===== config.mk =====
export PLATFORM = sky130hd
export DESIGN_NAME = burst_rd_ctrl_flat
export DESIGN_NICKNAME = d
export VERILOG_FILES = /design/src/rtl/burst_rd_ctrl_if.sv /design/src/rtl/burst_rd_ctrl.sv /design/src/flat_wrapper.sv
export SDC_FILE = /design/constraint.sdc
export NUM_CORES = 1
export LEC_CHECK = 0
export BUFFER_PORTS_ARGS = -buffer_cell sky130_fd_sc_hd__buf_4
export CORE_MARGIN = 2
export CORE_UTILIZATION = 60
export DETAILED_ROUTE_END_ITERATION = 8
export PLACE_DENSITY = 0.89
export SLEW_MARGIN = 25
export SYNTH_ARGS = -nofsm -noshare
export SYNTH_HDL_FRONTEND = slang
export SYNTH_SLANG_ARGS = --single-unit

===== constraint.sdc =====
create_clock -name clk -period 12.6 [get_ports clk]
set_clock_uncertainty 0.2 [all_clocks]
set_input_delay 1.26 -clock clk [delete_from_list [all_inputs] [get_ports clk]]
set_output_delay 1.26 -clock clk [all_outputs]
set_load 0.03 [all_outputs]

===== src/rtl/burst_rd_ctrl_if.sv =====
// Avalon-MM read bus between the burst read engine (master) and memory (slave).
interface burst_rd_ctrl_if;
  logic [31:0] address;
  logic        read;
  logic [15:0] burstcount;
  logic [31:0] readdata;
  logic        readdatavalid;
  logic        waitrequest;

  modport master (
    output address, read, burstcount,
    input  readdata, readdatavalid, waitrequest
  );

  modport slave (
    input  address, read, burstcount,
    output readdata, readdatavalid, waitrequest
  );
endinterface


===== src/rtl/burst_rd_ctrl.sv =====
// Avalon-MM burst read engine: fetches a packet in bounded bursts and writes every
// returned word into the downstream packet FIFO, issuing a burst only when it fits.
module burst_rd_ctrl #(
  parameter int MAX_BURST  = 16,
  parameter int FIFO_DEPTH = 256,
  parameter int USEDW_W    = 9
) (
  input  logic               clk,
  input  logic               reset,
  input  logic               rd_ctrl,
  input  logic [31:0]        pkt_begin,
  input  logic [31:0]        pkt_end,
  input  logic [31:0]        read_address,
  output logic               rd_ctrl_rdy,
  output logic               busy,
  output logic [31:0]        fifo_in,
  output logic               wr_to_fifo,
  input  logic [USEDW_W-1:0] fifo_usedw,
  burst_rd_ctrl_if.master    avm
);
  localparam int              CW          = USEDW_W + 9;
  localparam logic [31:0]     MAX_BURST_W = 32'(MAX_BURST);
  localparam logic [CW-1:0]   DEPTH_W     = CW'(FIFO_DEPTH);

  typedef enum logic [1:0] {IDLE, REQ, WAIT_DATA, DONE} state_t;

  state_t      r_state;
  logic [31:0] r_cur_addr;
  logic [31:0] r_remaining;
  logic [15:0] r_beats_left;
  logic        r_read;
  logic [31:0] r_address;
  logic [15:0] r_burstcount;
  logic [31:0] r_fifo_in;
  logic        r_wr_to_fifo;
  logic        r_rd_ctrl_rdy;
  logic        r_busy;

  logic [31:0]   w_len;
  logic [15:0]   w_burst;
  logic [CW-1:0] w_credit_sum;
  logic          w_credit_ok;

  assign w_len   = (pkt_end > pkt_begin) ? ((pkt_end - pkt_begin) >> 2) : 32'd0;
  assign w_burst = (r_remaining < MAX_BURST_W) ? r_remaining[15:0] : MAX_BURST_W[15:0];

  // A write strobe already on the wire is not yet visible in fifo_usedw, so count it too.
  assign w_credit_sum = CW'(fifo_usedw) + CW'(r_wr_to_fifo) + CW'(w_burst);
  assign w_credit_ok  = (w_credit_sum <= DEPTH_W);

  always_ff @(posedge clk or negedge reset) begin
    if (!reset) begin
      r_state       <= IDLE;
      r_cur_addr    <= 32'd0;
      r_remaining   <= 32'd0;
      r_beats_left  <= 16'd0;
      r_read        <= 1'b0;
      r_address     <= 32'd0;
      r_burstcount  <= 16'd0;
      r_fifo_in     <= 32'd0;
      r_wr_to_fifo  <= 1'b0;
      r_rd_ctrl_rdy <= 1'b0;
      r_busy        <= 1'b0;
    end else begin
      r_wr_to_fifo  <= 1'b0;
      r_rd_ctrl_rdy <= 1'b0;
      case (r_state)
        IDLE: begin
          if (rd_ctrl) begin
            r_cur_addr  <= read_address;
            r_remaining <= w_len;
            r_busy      <= 1'b1;
            if (w_len == 32'd0) begin
              r_state       <= DONE;
              r_rd_ctrl_rdy <= 1'b1;
            end else begin
              r_state <= REQ;
            end
          end
        end
        REQ: begin
          if (!r_read) begin
            if (w_credit_ok) begin
              r_read       <= 1'b1;
              r_address    <= r_cur_addr;
              r_burstcount <= w_burst;
            end
          end else if (!avm.waitrequest) begin
            // Accepted: the latched burstcount is the burst that is now in flight.
            r_read       <= 1'b0;
            r_beats_left <= r_burstcount;
            r_cur_addr   <= r_cur_addr + {14'd0, r_burstcount, 2'b00};
            r_remaining  <= r_remaining - {16'd0, r_burstcount};
            r_state      <= WAIT_DATA;
          end
        end
        WAIT_DATA: begin
          if (avm.readdatavalid) begin
            r_fifo_in    <= avm.readdata;
            r_wr_to_fifo <= 1'b1;
            r_beats_left <= r_beats_left - 16'd1;
            if (r_beats_left == 16'd1) begin
              if (r_remaining == 32'd0) begin
                r_state       <= DONE;
                r_rd_ctrl_rdy <= 1'b1;
              end else begin
                r_state <= REQ;
              end
            end
          end
        end
        DONE: begin
          r_state <= IDLE;
          r_busy  <= 1'b0;
        end
        default: r_state <= IDLE;
      endcase
    end
  end

  assign avm.read       = r_read;
  assign avm.address    = r_address;
  assign avm.burstcount = r_burstcount;
  assign fifo_in        = r_fifo_in;
  assign wr_to_fifo     = r_wr_to_fifo;
  assign rd_ctrl_rdy    = r_rd_ctrl_rdy;
  assign busy           = r_busy;
endmodule

===== src/flat_wrapper.sv =====
// flat-port wrapper written by rule: the top's interface ports become plain ports
module burst_rd_ctrl_flat 
#(
  parameter int MAX_BURST  = 16,
  parameter int FIFO_DEPTH = 256,
  parameter int USEDW_W    = 9
)
  (clk, reset, rd_ctrl, pkt_begin, pkt_end, read_address, rd_ctrl_rdy, busy, fifo_in, wr_to_fifo, fifo_usedw, avm_address, avm_read, avm_burstcount, avm_readdata, avm_readdatavalid, avm_waitrequest);
  burst_rd_ctrl_if avm_i ();
  input  logic clk;
  input  logic reset;
  input  logic rd_ctrl;
  input  logic [31:0] pkt_begin;
  input  logic [31:0] pkt_end;
  input  logic [31:0] read_address;
  output logic rd_ctrl_rdy;
  output logic busy;
  output logic [31:0] fifo_in;
  output logic wr_to_fifo;
  input  logic [USEDW_W-1:0] fifo_usedw;
  output wire logic [$bits(avm_i.address)-1:0] avm_address;
  output wire logic [$bits(avm_i.read)-1:0] avm_read;
  output wire logic [$bits(avm_i.burstcount)-1:0] avm_burstcount;
  input wire logic [$bits(avm_i.readdata)-1:0] avm_readdata;
  input wire logic [$bits(avm_i.readdatavalid)-1:0] avm_readdatavalid;
  input wire logic [$bits(avm_i.waitrequest)-1:0] avm_waitrequest;
  assign avm_address = avm_i.address;
  assign avm_read = avm_i.read;
  assign avm_burstcount = avm_i.burstcount;
  assign avm_i.readdata = avm_readdata;
  assign avm_i.readdatavalid = avm_readdatavalid;
  assign avm_i.waitrequest = avm_waitrequest;
  burst_rd_ctrl #(.MAX_BURST(MAX_BURST), .FIFO_DEPTH(FIFO_DEPTH), .USEDW_W(USEDW_W)) u_core (.clk(clk), .reset(reset), .rd_ctrl(rd_ctrl), .pkt_begin(pkt_begin), .pkt_end(pkt_end), .read_address(read_address), .rd_ctrl_rdy(rd_ctrl_rdy), .busy(busy), .fifo_in(fifo_in), .wr_to_fifo(wr_to_fifo), .fifo_usedw(fifo_usedw), .avm(avm_i));
endmodule

# Yosys cells after proc, flatten, opt, wreduce, memory -nomap -nowiden
# Index checks and enable logic that the tools add are counted.
# op_classes
n_eq_ne	9
reduce_logical	12
mux	35
addsub	6
n_lt_le_gt_ge	3
bitwise_logic	1
# ops
op	n
32-bit two-way mux	6
32-bit one-hot mux with 2 select lines	2
32-bit zero test	2
16-bit two-way mux	4
32-bit by 18-bit adder with 32-bit output	1
32-bit greater-than comparator	1
32-bit by 5-bit < comparator with 1-bit output (second input constant)	1
16-bit one-hot mux with 2 select lines	1
32-bit by 16-bit subtractor with 32-bit output	1
32-bit subtractor	1
30-bit two-way mux	1
18-bit by 16-bit adder with 18-bit output	1
18-bit by 9-bit <= comparator with 1-bit output (second input constant)	1
16-bit by 1-bit == test with 1-bit output (second input constant)	1
16-bit by 1-bit subtractor with 16-bit output (second input constant)	1
2-bit two-way mux	7
1-bit two-way mux	11
9-bit by 1-bit adder with 10-bit output	1
2-bit one-hot mux with 4 select lines	1
4-bit AND reduction	2
2-bit != test (second input constant)	3
2-bit nonzero test	3
5-bit AND reduction	1
2-bit == test (second input constant)	2
7 further kinds	10
# totals
reg_bits	166
in_bits	142
out_inout_bits	84

# Logic depth before layout (Yosys ltp)
# Gate-level depths: netlist (run 1).
# depth
ltp_word	6
mapped_depth	23
ltp_nobuf	21

# Worst setup path after synthesis (run 1)
# OpenSTA, ideal clock, no wires.
# synth_path
path_type	register to register
from	register u_core.r_remaining[19]
to	register u_core.r_address[0], in the netlist u_core.avm.address[0]
path_slack_ps	7821
setup_ps	125
t_required_ps	12275
stages_incl_launch_ff	23
arrival_ps	4454
cell_sequence	dfrtp_1 > nor2_1 > nand2_1 > or3_1 > or3_1 > nor4_1 > and2_0 > inv_1 > nor2_1 > ha_1 > inv_1 > fa_1 > nor2b_1 > o21ai_0 > a21boi_0 > o21a_1 > nor2_1 > xnor2_1 > nor4_2 > o311ai_1 > a21oi_2 > buf_6 > mux2_4
# synth_via
elab_chain_len	5
# synth_lines
element	line	rtl
from (decl)	burst_rd_ctrl.sv:29	logic [31:0] r_remaining;
from (signal assigned)	burst_rd_ctrl.sv:71	r_remaining <= w_len;
from (signal assigned)	burst_rd_ctrl.sv:93	r_remaining <= r_remaining - {16'd0, r_burstcount};
32-bit by 5-bit < comparator with 1-bit output	burst_rd_ctrl.sv:45	assign w_burst = (r_remaining < MAX_BURST_W) ? r_remaining[15:0] : MAX_BURST_W[15:0];
16-bit two-way mux	burst_rd_ctrl.sv:45	
named net u_core.w_burst[4]	burst_rd_ctrl.sv:40	logic [15:0] w_burst;
18-bit by 16-bit adder with 18-bit output	burst_rd_ctrl.sv:48	assign w_credit_sum = CW'(fifo_usedw) + CW'(r_wr_to_fifo) + CW'(w_burst);
18-bit by 9-bit <= comparator with 1-bit output	burst_rd_ctrl.sv:49	assign w_credit_ok = (w_credit_sum <= DEPTH_W);
3-bit AND reduction (no line)	-	
to (signal assigned)	burst_rd_ctrl.sv:85	r_address <= r_cur_addr;
to (decl)	burst_rd_ctrl.sv:32	logic [31:0] r_address;
# The timed path passes the listed nets, and every way through them passes these cells.
# A chain may end at the register's enable or synchronous reset.

# Worst setup path in the final report (run 1)
# layout_path
from	register u_core.r_remaining[19]
to	register u_core.r_address[12], in the netlist u_core.avm.address[12]
# The elaborated chain is that of the path after synthesis.

==> results.py, run 1 <==
metrics = {
    "logic_synthesis": {
        "syn-cell-area_um2": 11700,
        "ys_types": 90,
        "seq_area_frac_synth_pct": 35.5,
        "synth_flop_cell": "dfrtp_1",
        "avgSynthCellArea_um2": 8.91,
        "synthArstFlopShare_pct": 100,
        "synth-edff-count": 0,
        "synthCells": 1314,
        "ys_warn_count": 0,
        "ys_seq_elements": 166,
    },
    "sta": {
        "worstMarginPinSlew_ns": 0.921,
        "finalMaxSlewViolations": 0,
        "fin_crit_sh_pct": 51.4,
        "min_period_ns": 6.48,
        "setup_viol": 0,
        "setup_slack_ns": 6.12,
        "tns_ns": 0,
        "holdWs_ns": 0.290,
        "hold_violations": 0,
        "relSlewSlack_pct": 38.5,
        "rsz0062_at_grt": "no",
        "timing.fmax_mhz": 154,
    },
    "cells_and_area": {
        "syn_to_final_growth_pct": 20.9,
        "final_cell_mix": "233 x buf_4, 166 x dfrtp_1, 124 x nor2_1, 96 x nand2_1, 94 x a21oi_1",
        "layout_commonest_cell": "buf_4",
        "nets": 1740,
        "final_core_util_pct": 73.2,
        "n_fill_cell": 1405,
        "final_cell_area_um2": 14200,
        "antenna_cells": 0,
        "layout-drive-gt1-share_pct": 23.6,
    },
    "clock_network": {
        "cts_max_path_buffers": 2,
        "clock-sinks": 166,
        "cts_tree": "yes",
        "cts_hold_buf": 0,
        "cts_buffers": 17,
        "htree_levels": 4,
        "cts_resized": 0,
        "clkTransAtPathRegs_ns": 0.07,
        "insertion_delay_ns": 0.45,
        "cts_root_buf": "clkbuf_16",
        "cts_setup_buffers": 0,
    },
    "floorplan": {
        "die_h_um": 144,
        "initial_core_util_pct": 60.6,
        "core_area_um2": 19300,
        "dieArea_um2": 20600,
        "fp-row-count": 51,
        "pin_count": 226,
        "dieWidth_um": 144,
    },
    "placement": {
        "place_congestion": 0.951,
        "place_worst_setup_slack_ns": 6.42,
        "dpl_cell_area_um2": 13600,
        "hpwl_mm": 24.3,
        "io_buffers": 225,
    },
    "worst_setup_path": {
        "path_class": "register to register",
        "cp.required_ns": 12.72,
        "startpoint_type": "register",
        "cp_max_fo": 37,
        "cp.arrival_ns": 6.60,
        "crit_path_end_kind": "register",
    },
    "global_routing": {
        "antenna_found_initial": 0,
        "grt_pass1_vias": 10800,
        "met3_usage_pct": 6.46,
        "grt_use_met1_pct": 38.9,
        "gr-usage-all-layers_pct": 32.0,
        "grt_pass1_wl_mm": 52.5,
        "grtUsageMet2_pct": 55.1,
        "grt_max_degree": 109,
        "gr-total-overflow": 0,
        "grt-busiest-layer": "met2",
    },
    "worst_hold_path": {
        "hold_class": "register to register",
    },
    "detailed_routing": {
        "postRouteAntennaNets": 0,
        "wl_per_cell_um": 18.7,
        "drtPass1Iterations": 5,
        "post_drt_via_cell_ratio": 6.18,
        "dr_total_vias": 11100,
        "drt-total-wl_mm": 33.6,
        "drtIter0Drc": 1219,
        "drc": 0,
    },
    "status": {
        "status": "finished, final reports clean",
    },
    "job": {
        "cap_violations": 0,
    },
    "power_and_ir_drop": {
        "powerDensity_nw_per_um2": 230,
        "leakage_nw": 6.52,
        "peakVddDrop_mv": 0.0933,
    },
}
==> cell usage after synthesis, types with 30 or more instances <==
cell type,number,area (um2)
nor2_1,126,473
ha_1,78,976
nand3_1,43,215
mux2_4,30,450
xnor2_1,36,315
mux2_2,32,360
o21ai_0,81,405
nor3_1,31,155
clkbuf_1,31,116
nand2_1,96,360
dfrtp_1,166,4150
a21oi_1,94,470
inv_1,87,327
==> cell families (layout without fill, tap and decap cells) <==
logic type      count (synthesis)  after routing  share of synthesized area (%)
fa+ha+maj                      81             81                           8.85
compound gates                358            358                           20.1
flops                         166            166                           35.5
buf+inv                       142            354                           5.01
mux                            72             72                           7.83
simple gates                  440            440                           18.6
other cells                     1              5                         0.0320
xor+xnor                       54             54                           4.04
==> final timing paths <==
path | start | endpoint | slack [ns] | cells after the start
setup / recovery | u_core.r_remaining[19]$_DFFE_PN0P_ | u_core.avm.address[12]$_DFFE_PN0P_ | 6.12 | 22
hold / removal | u_core.r_cur_addr[1]$_DFFE_PN0P_ | u_core.r_cur_addr[1]$_DFFE_PN0P_ | 0.29 | 2
setup reg to reg | u_core.r_remaining[19]$_DFFE_PN0P_ | u_core.avm.address[12]$_DFFE_PN0P_ | 6.12 | 22
hold reg to reg | u_core.r_cur_addr[1]$_DFFE_PN0P_ | u_core.r_cur_addr[1]$_DFFE_PN0P_ | 0.29 | 2
max in group asynchronous | reset | u_core.avm.address[28]$_DFFE_PN0P_ | 10.19 | 2
min in group asynchronous | reset | u_core.avm.address[9]$_DFFE_PN0P_ | 0.73 | 1
==> per-stage QoR <==
stage | power, mW | std cells
after global placement | 2.64 | 1763
after detailed placement | 2.70 | 1763
final | 3.26 | 1795
after floorplan | 2.17 | 1318
after global routing | 3.45 | 1795
after CTS | 3.23 | 1795
==> flip-flops by register name (all words and copies together), names as in the netlist <==
name	count
u_core.avm.address	32
u_core.fifo_in	32
u_core.r_cur_addr	32
u_core.r_remaining	32
u_core.avm.burstcount	16
u_core.r_beats_left	16
u_core.r_state	2
u_core.avm.read	1
u_core.busy	1
u_core.rd_ctrl_rdy	1
u_core.wr_to_fifo	1
==> critical path, cell delays in order (launching register included) <==
cell and delay [ns]:
dfrtp_1 0.40, nor2_1 0.15, nand2_1 0.12, or3_1 0.40
or3_1 0.41, nor4_1 0.27, and2_0 0.41, inv_1 0.13
nor2_1 0.19, ha_1 0.20, inv_1 0.06, fa_1 0.40
nor2b_1 0.12, o21ai_0 0.11, a21boi_0 0.35, o21a_1 0.19
nor2_1 0.05, xnor2_1 0.13, nor4_2 0.32, o311ai_1 0.19
a21oi_4 0.50, buf_4 0.65, mux2_1 0.39
==> report_power, final <==
group	switching, mW	internal [mW]	leakage, nW
clock network	0.241	0.267	0.270
logic	1.07	0.718	4.22
registers	0.206	0.762	2.03
==> final cells by class <==
class                      instances  area (um2)  area share [%]
inverter                          88         330            2.33
tap                              265         332            2.34
sequential                       166        4150            29.3
clock inverter                    14         130           0.919
multi-input combinational       1010        7010            49.5
timing repair buffer             234        1760            12.5
clock buffer                      18         439            3.10
==> per-layer routing <==
metal  wire length (um)  vias to the layer above  part of all wire [%]
li1                   -                     5187                     -
met3               2950                      115                   8.8
met1              13300                     5177                    39
met5                  0                        -                     0
met4               1380                        0                   4.1
met2              16000                      616                    48
Note: power is estimated with default switching activity, not from simulation.
==> inputs of run 2 (changes only) <==
Settings changed: CORE_UTILIZATION 60 to 57, PLACE_DENSITY 0.89 to 0.85.
Clock period 12.6 ns to 6.6 ns, I/O delays scaled along.
==> results.py, run 2 (synthesis gave the netlist of run 1 again) <==
metrics = {
    "placement": {
        "dpl_cell_area_um2": 13600,
        "place_congestion": 0.910,
        "io_buffers": 225,
        "hpwl_mm": 24.2,
        "dp_cells": 1768,
    },
    "clock_network": {
        "cts_resized": 0,
        "cts_max_path_buffers": 2,
        "insertion_delay_ns": 0.43,
        "cts_hold_buf": 0,
        "htree_levels": 4,
        "clock-sinks": 166,
        "clkTransAtPathRegs_ns": 0.07,
        "cts_buffers": 17,
        "cts_tree": "yes",
        "cts_setup_buffers": 0,
        "cts_root_buf": "clkbuf_16",
    },
    "detailed_routing": {
        "drc": 0,
        "drtIter0Drc": 942,
        "post_drt_via_cell_ratio": 6.07,
        "dr_total_vias": 10900,
        "drtPass1Iterations": 6,
        "drt-total-wl_mm": 32.5,
        "wl_per_cell_um": 18.1,
        "postRouteAntennaNets": 0,
    },
    "cells_and_area": {
        "nets": 1740,
        "finalNonFillerCells": 1800,
        "final_cell_mix": "233 x buf_4, 166 x dfrtp_1, 124 x nor2_1, 96 x nand2_1, 94 x a21oi_1",
        "layout-drive-gt1-share_pct": 23.6,
        "seqCellArea_um2": 4150,
        "antenna_cells": 0,
        "layout_commonest_cell": "buf_4",
        "syn_to_final_growth_pct": 21.6,
        "final_cell_area_um2": 14200,
        "multiInputGateArea_um2": 7010,
        "n_fill_cell": 1553,
    },
    "worst_setup_path": {
        "cp_slowest_cell": "buf_4",
        "startpoint_type": "register",
        "crit_path_end_kind": "register",
        "r2r_cells": 22,
        "cp_top_family": "simple AND/OR/NAND/NOR gates",
        "cp.arrival_ns": 5.67,
        "cp_max_fo": 29,
        "critPathMaxStageDelay_ns": 0.43,
        "cp.depth": 22,
        "crit_top_cell": "nor2_1",
        "path_class": "register to register",
        "cp.required_ns": 6.72,
        "cp.buffers_inverters": 3,
        "cp_cell_sequence": "nor2_1 -> nand2_1 -> or3_1 -> or3_1 -> nor4_1 -> and2_0 -> inv_1 -> nor2_1 -> ha_1 -> inv_1 -> fa_1 -> nor2b_1 -> o21ai_0 -> a21boi_0 -> o21a_1 -> nor2_1 -> xnor2_1 -> nor4_2 -> o311ai_1 -> a21oi_4 -> buf_4 -> mux2_1",
    },
    "job": {
        "cap_violations": 0,
    },
    "worst_hold_path": {
        "hold_class": "primary input to async pin",
    },
    "sta": {
        "tns_ns": 0,
        "hold_violations": 0,
        "rsz0062_at_grt": "no",
        "relSlewSlack_pct": 39.4,
        "worstMarginPinSlew_ns": 0.903,
        "min_period_ns": 5.56,
        "timing.fmax_mhz": 180,
        "fin_crit_sh_pct": 84.2,
        "finalMaxSlewViolations": 0,
        "setup_viol": 0,
    },
    "floorplan": {
        "dieArea_um2": 21700,
        "fp-row-count": 52,
        "dieWidth_um": 147,
        "initial_core_util_pct": 58.1,
        "core_area_um2": 20200,
        "pin_count": 226,
        "die_h_um": 147,
    },
    "power_and_ir_drop": {
        "powerDensity_nw_per_um2": 443,
        "peakVddDrop_mv": 0.225,
        "leakage_nw": 6.56,
        "finalPower_mw": 6.30,
    },
    "global_routing": {
        "grt_pass1_wl_mm": 52.1,
        "grt_pass1_vias": 10500,
        "grt_max_degree": 105,
        "gr-usage-all-layers_pct": 29.6,
        "gr-total-overflow": 0,
        "antenna_found_initial": 0,
    },
    "status": {
        "status": "finished, final reports clean",
    },
}
## run 2: changes by cell type in the layout (fill, tap and decap cells not counted)
cell	change
bufinv_16	+4
buf_6	+1
clkinv_4	+2
clkbuf_8	-2
clkinv_2	+1
inv_8	-4
clkinvlp_4	-3
inv_6	+1
## run 2: power by group
| part | internal [mW] | switching [mW] | leakage [nW] | total [mW] |
|---|---|---|---|---|
| combinational | 1.37 | 2.02 | 4.22 | 3.38 |
| clock | 0.644 | 0.442 | 0.312 | 1.09 |
| sequential | 1.46 | 0.377 | 2.03 | 1.83 |
| total | 3.47 | 2.84 | 6.56 | 6.30 |
## run 2: cell type report
cell class / instances / area share, %
multi-input combinational: 1010 / 49.3
sequential: 166 / 29.2
timing repair buffer: 234 / 12.4
clock buffer: 17 / 2.99
tap: 270 / 2.37
inverter: 88 / 2.32
clock inverter: 15 / 1.50
## run 2: metrics by stage
| step | util [%] | setup WS, ns | hold slack (ns) |
|---|---|---|---|
| final | 70.6 | 1.04 | 0.150 |
| after global routing | 70.6 | 0.550 | 0.206 |
| after CTS | 70.6 | 1.03 | 0.180 |
| after detailed placement | 67.4 | 1.07 | 0.276 |
| after global placement | 67.4 | 1.19 | 0.251 |
| after floorplan | - | 1.82 | 0.164 |
## run 2: per-layer routing
metal | GRT usage, % | up-vias | share of wire (%)
li1 | - | 5192 | -
met1 | 38.1 | 5155 | 42
met2 | 51.6 | 508 | 49
met3 | 4.63 | 70 | 7.0
met4 | 9.18 | 0 | 2.2
met5 | 0 | - | 0
## run 2: worst register-to-register path, cell delays in order, from the launching register on
cell and delay [ns]:
dfrtp_1 0.40, nor2_1 0.14, nand2_1 0.12, or3_1 0.41
or3_1 0.41, nor4_1 0.26, and2_0 0.36, inv_1 0.12
nor2_1 0.15, ha_1 0.20, inv_1 0.06, fa_1 0.39
nor2b_1 0.12, o21ai_0 0.09, a21boi_0 0.22, o21a_1 0.15
nor2_1 0.05, xnor2_1 0.12, nor4_2 0.31, o311ai_1 0.19
a21oi_4 0.16, buf_4 0.43, mux2_1 0.38
## run 2: path summary, 6_finish.rpt
kind,start,end,slack [ns]
max,u_core.r_remaining[19]$_DFFE_PN0P_,u_core.avm.address[11]$_DFFE_PN0P_,1.04
min,reset,u_core.r_cur_addr[6]$_DFFE_PN0P_,0.15
max reg2reg,u_core.r_remaining[19]$_DFFE_PN0P_,u_core.avm.address[11]$_DFFE_PN0P_,1.04
min reg2reg,u_core.avm.address[10]$_DFFE_PN0P_,u_core.avm.address[10]$_DFFE_PN0P_,0.29
max in group asynchronous,reset,u_core.r_remaining[3]$_DFFE_PN0P_,4.68
min in group clk,read_address[0],u_core.r_cur_addr[0]$_DFFE_PN0P_,0.22
==> inputs of run 3 (changes only) <==
Settings changed: ABC_AREA from default to 1, CORE_UTILIZATION 57 to 53, PLACE_DENSITY 0.85 to 0.82.
Clock period 6.6 ns to 4.9 ns, I/O delays scaled along.
==> results.py, run 3 <==
metrics = {
    "worst_setup_path": {
        "cp.required_ns": 5.07,
        "crit_path_end_kind": "register",
        "cp_max_fo": 37,
        "rr_startpoint": "u_core.r_remaining[19]$_DFFE_PN0P_",
        "startpoint_type": "register",
        "cp.arrival_ns": 4.60,
        "cp-startpoint": "u_core.r_remaining[19]$_DFFE_PN0P_",
        "path_class": "register to register",
    },
    "cells_and_area": {
        "layout-drive-gt1-share_pct": 13.5,
        "multiInputGateArea_um2": 7750,
        "syn_to_final_growth_pct": 18.9,
        "antenna_cells": 0,
        "nets": 2494,
        "final_core_util_pct": 63.7,
        "n_fill_cell": 2247,
        "seqCellArea_um2": 4150,
        "final_cell_mix": "674 x nand2_1, 311 x inv_1, 239 x buf_4, 167 x nor2_1, 166 x dfrtp_1",
        "layout_commonest_cell": "nand2_1",
    },
    "placement": {
        "place_congestion": 0.997,
        "io_buffers": 225,
        "place_worst_setup_slack_ns": 0.504,
        "hpwl_mm": 30.5,
    },
    "power_and_ir_drop": {
        "peakVddDrop_mv": 0.401,
        "leakage_nw": 8.87,
        "finalPower_mw": 8.65,
        "powerDensity_nw_per_um2": 542,
    },
    "floorplan": {
        "core_area_um2": 25000,
        "pin_count": 226,
        "fp-row-count": 58,
        "dieArea_um2": 26600,
        "die_h_um": 163,
        "initial_core_util_pct": 53.6,
        "dieWidth_um": 163,
    },
    "clock_network": {
        "cts_setup_buffers": 0,
        "htree_levels": 4,
        "cts_tree": "yes",
        "clkTransAtPathRegs_ns": 0.08,
        "cts_buffers": 17,
        "cts_max_path_buffers": 2,
        "cts_root_buf": "clkbuf_16",
        "insertion_delay_ns": 0.44,
        "clock-sinks": 166,
    },
    "global_routing": {
        "grt_max_degree": 75,
        "gr-total-overflow": 0,
        "grt_pass1_vias": 12900,
        "grt_pass1_wl_mm": 63.6,
        "gr-usage-all-layers_pct": 29.5,
        "antenna_found_initial": 0,
    },
    "logic_synthesis": {
        "ys_types": 49,
        "synth_flop_cell": "dfrtp_1",
        "post-synth-top-area-cell": "dfrtp_1",
        "synth.area.top_cells": "dfrtp_1 31%, nand2_1 19%, inv_1 8.7%",
        "synth_top_area_share_pct": 31.0,
        "seq_area_frac_synth_pct": 31.0,
        "avgSynthCellArea_um2": 6.49,
        "synth-edff-count": 0,
        "syn-cell-area_um2": 13400,
        "synthArstFlopShare_pct": 100,
        "ys_warn_count": 0,
        "ys_seq_elements": 166,
        "yosysMostFrequentCell": "nand2_1",
        "synthCells": 2065,
        "synthTopCellsByCount": "674 x nand2_1, 312 x inv_1, 168 x nor2_1, 166 x dfrtp_1, 128 x o21ai_0",
    },
    "sta": {
        "fin_crit_sh_pct": 90.4,
        "hold_violations": 0,
        "rsz0062_at_grt": "no",
        "setup_viol": 0,
        "setup_slack_ns": 0.468,
        "tns_ns": 0,
        "finalMaxSlewViolations": 0,
        "timing.fmax_mhz": 226,
        "min_period_ns": 4.43,
        "worstMarginPinSlew_ns": 0.995,
        "relSlewSlack_pct": 33.6,
    },
    "detailed_routing": {
        "drtIter0Drc": 1302,
        "drt-total-wl_mm": 39.3,
        "post_drt_via_cell_ratio": 5.46,
        "drtPass1Iterations": 5,
        "dr_total_vias": 14300,
        "postRouteAntennaNets": 0,
        "wl_per_cell_um": 15.0,
        "drc": 0,
    },
    "worst_hold_path": {
        "hold_class": "primary input to register",
        "hold_start": "avm_readdata[9]",
    },
    "status": {
        "status": "finished, final reports clean",
    },
    "job": {
        "cap_violations": 0,
    },
}
-- run 3: stage by stage --
| step | cells | hold slack (ns) | instance area, um2 |
|---|---|---|---|
| 6_report | 2614 | 0.0391 | 15900 |
| 4_1_cts | 2614 | 0.0307 | 15900 |
| 3_5_place_dp | 2581 | 0.264 | 15300 |
| 5_1_grt | 2614 | 0.0353 | 15900 |
| 2_1_floorplan | 2069 | -0.00559 | 13400 |
| 3_3_place_gp | 2581 | 0.260 | 15300 |
-- run 3: worst paths after layout --
path                                                      end  slack, ns  cells past startpoint
setup / recovery           u_core.avm.address[29]$_DFFE_PN0P_       0.47                     20
min in group asynchronous      u_core.fifo_in[29]$_DFFE_PN0P_       0.42                      2
hold reg to reg            u_core.avm.address[19]$_DFFE_PN0P_       0.28                      2
max in group asynchronous  u_core.avm.address[27]$_DFFE_PN0P_       2.95                      3
hold / removal                  u_core.fifo_in[9]$_DFFE_PN0P_       0.04                      3
setup reg to reg           u_core.avm.address[29]$_DFFE_PN0P_       0.47                     20
-- run 3: cell type report --
cell class                 count  share of cell area (%)
multi-input combinational   1518                    48.6
sequential                   166                    26.1
timing repair buffer         241                    11.4
inverter                     327                    7.70
clock buffer                  17                    2.67
tap                          330                    2.59
clock inverter                15                   0.958
-- run 3: cells by family (layout without fill, tap and decap cells) --
kind of cell | Yosys count | count (layout) | synth area share, %
other cells | 1 | 5 | 0.0280
buf+inv | 385 | 600 | 11.4
compound gates | 308 | 308 | 12.9
mux | 2 | 2 | 0.168
flops | 166 | 166 | 31.0
simple gates | 1069 | 1069 | 33.3
fa+ha+maj | 81 | 81 | 7.73
xor+xnor | 53 | 53 | 3.46
-- run 3: critical path, cell delays in order, from the launching register on --
cell and delay, ns:
dfrtp_1 0.42, nor2_1 0.17, inv_1 0.10, nor2_1 0.14
nand2_1 0.13, nor4_2 0.43, inv_1 0.25, nor2_1 0.24
ha_1 0.25, inv_1 0.08, fa_1 0.40, inv_1 0.12
a31oi_2 0.12, xor2_1 0.16, nand3_1 0.11, nor3_1 0.19
nand3_1 0.09, nand2_1 0.10, buf_4 0.38, nand4_1 0.16
nand2_1 0.11
-- run 3: metal layers --
layer	global-route usage [%]	wire length, um	up-vias
li1	-	-	7024
met1	41.3	17400	6604
met2	48.0	18200	569
met3	3.35	2860	63
met4	8.93	867	0
met5	0	0	-
-- run 3: repair_timing --
action	in CTS	in global routing
setup endpoints to repair	0	37
hold endpoints to repair	72	0
hold buffers	1	0
gates resized for setup	0	1
-- run 3: power breakdown --
group	leakage, nW	total (mW)	internal, mW	switching (mW)
Combinational	6.47	4.87	1.64	3.23
Clock	0.287	1.33	0.682	0.653
Sequential	2.11	2.44	1.95	0.496
Total	8.87	8.65	4.27	4.38
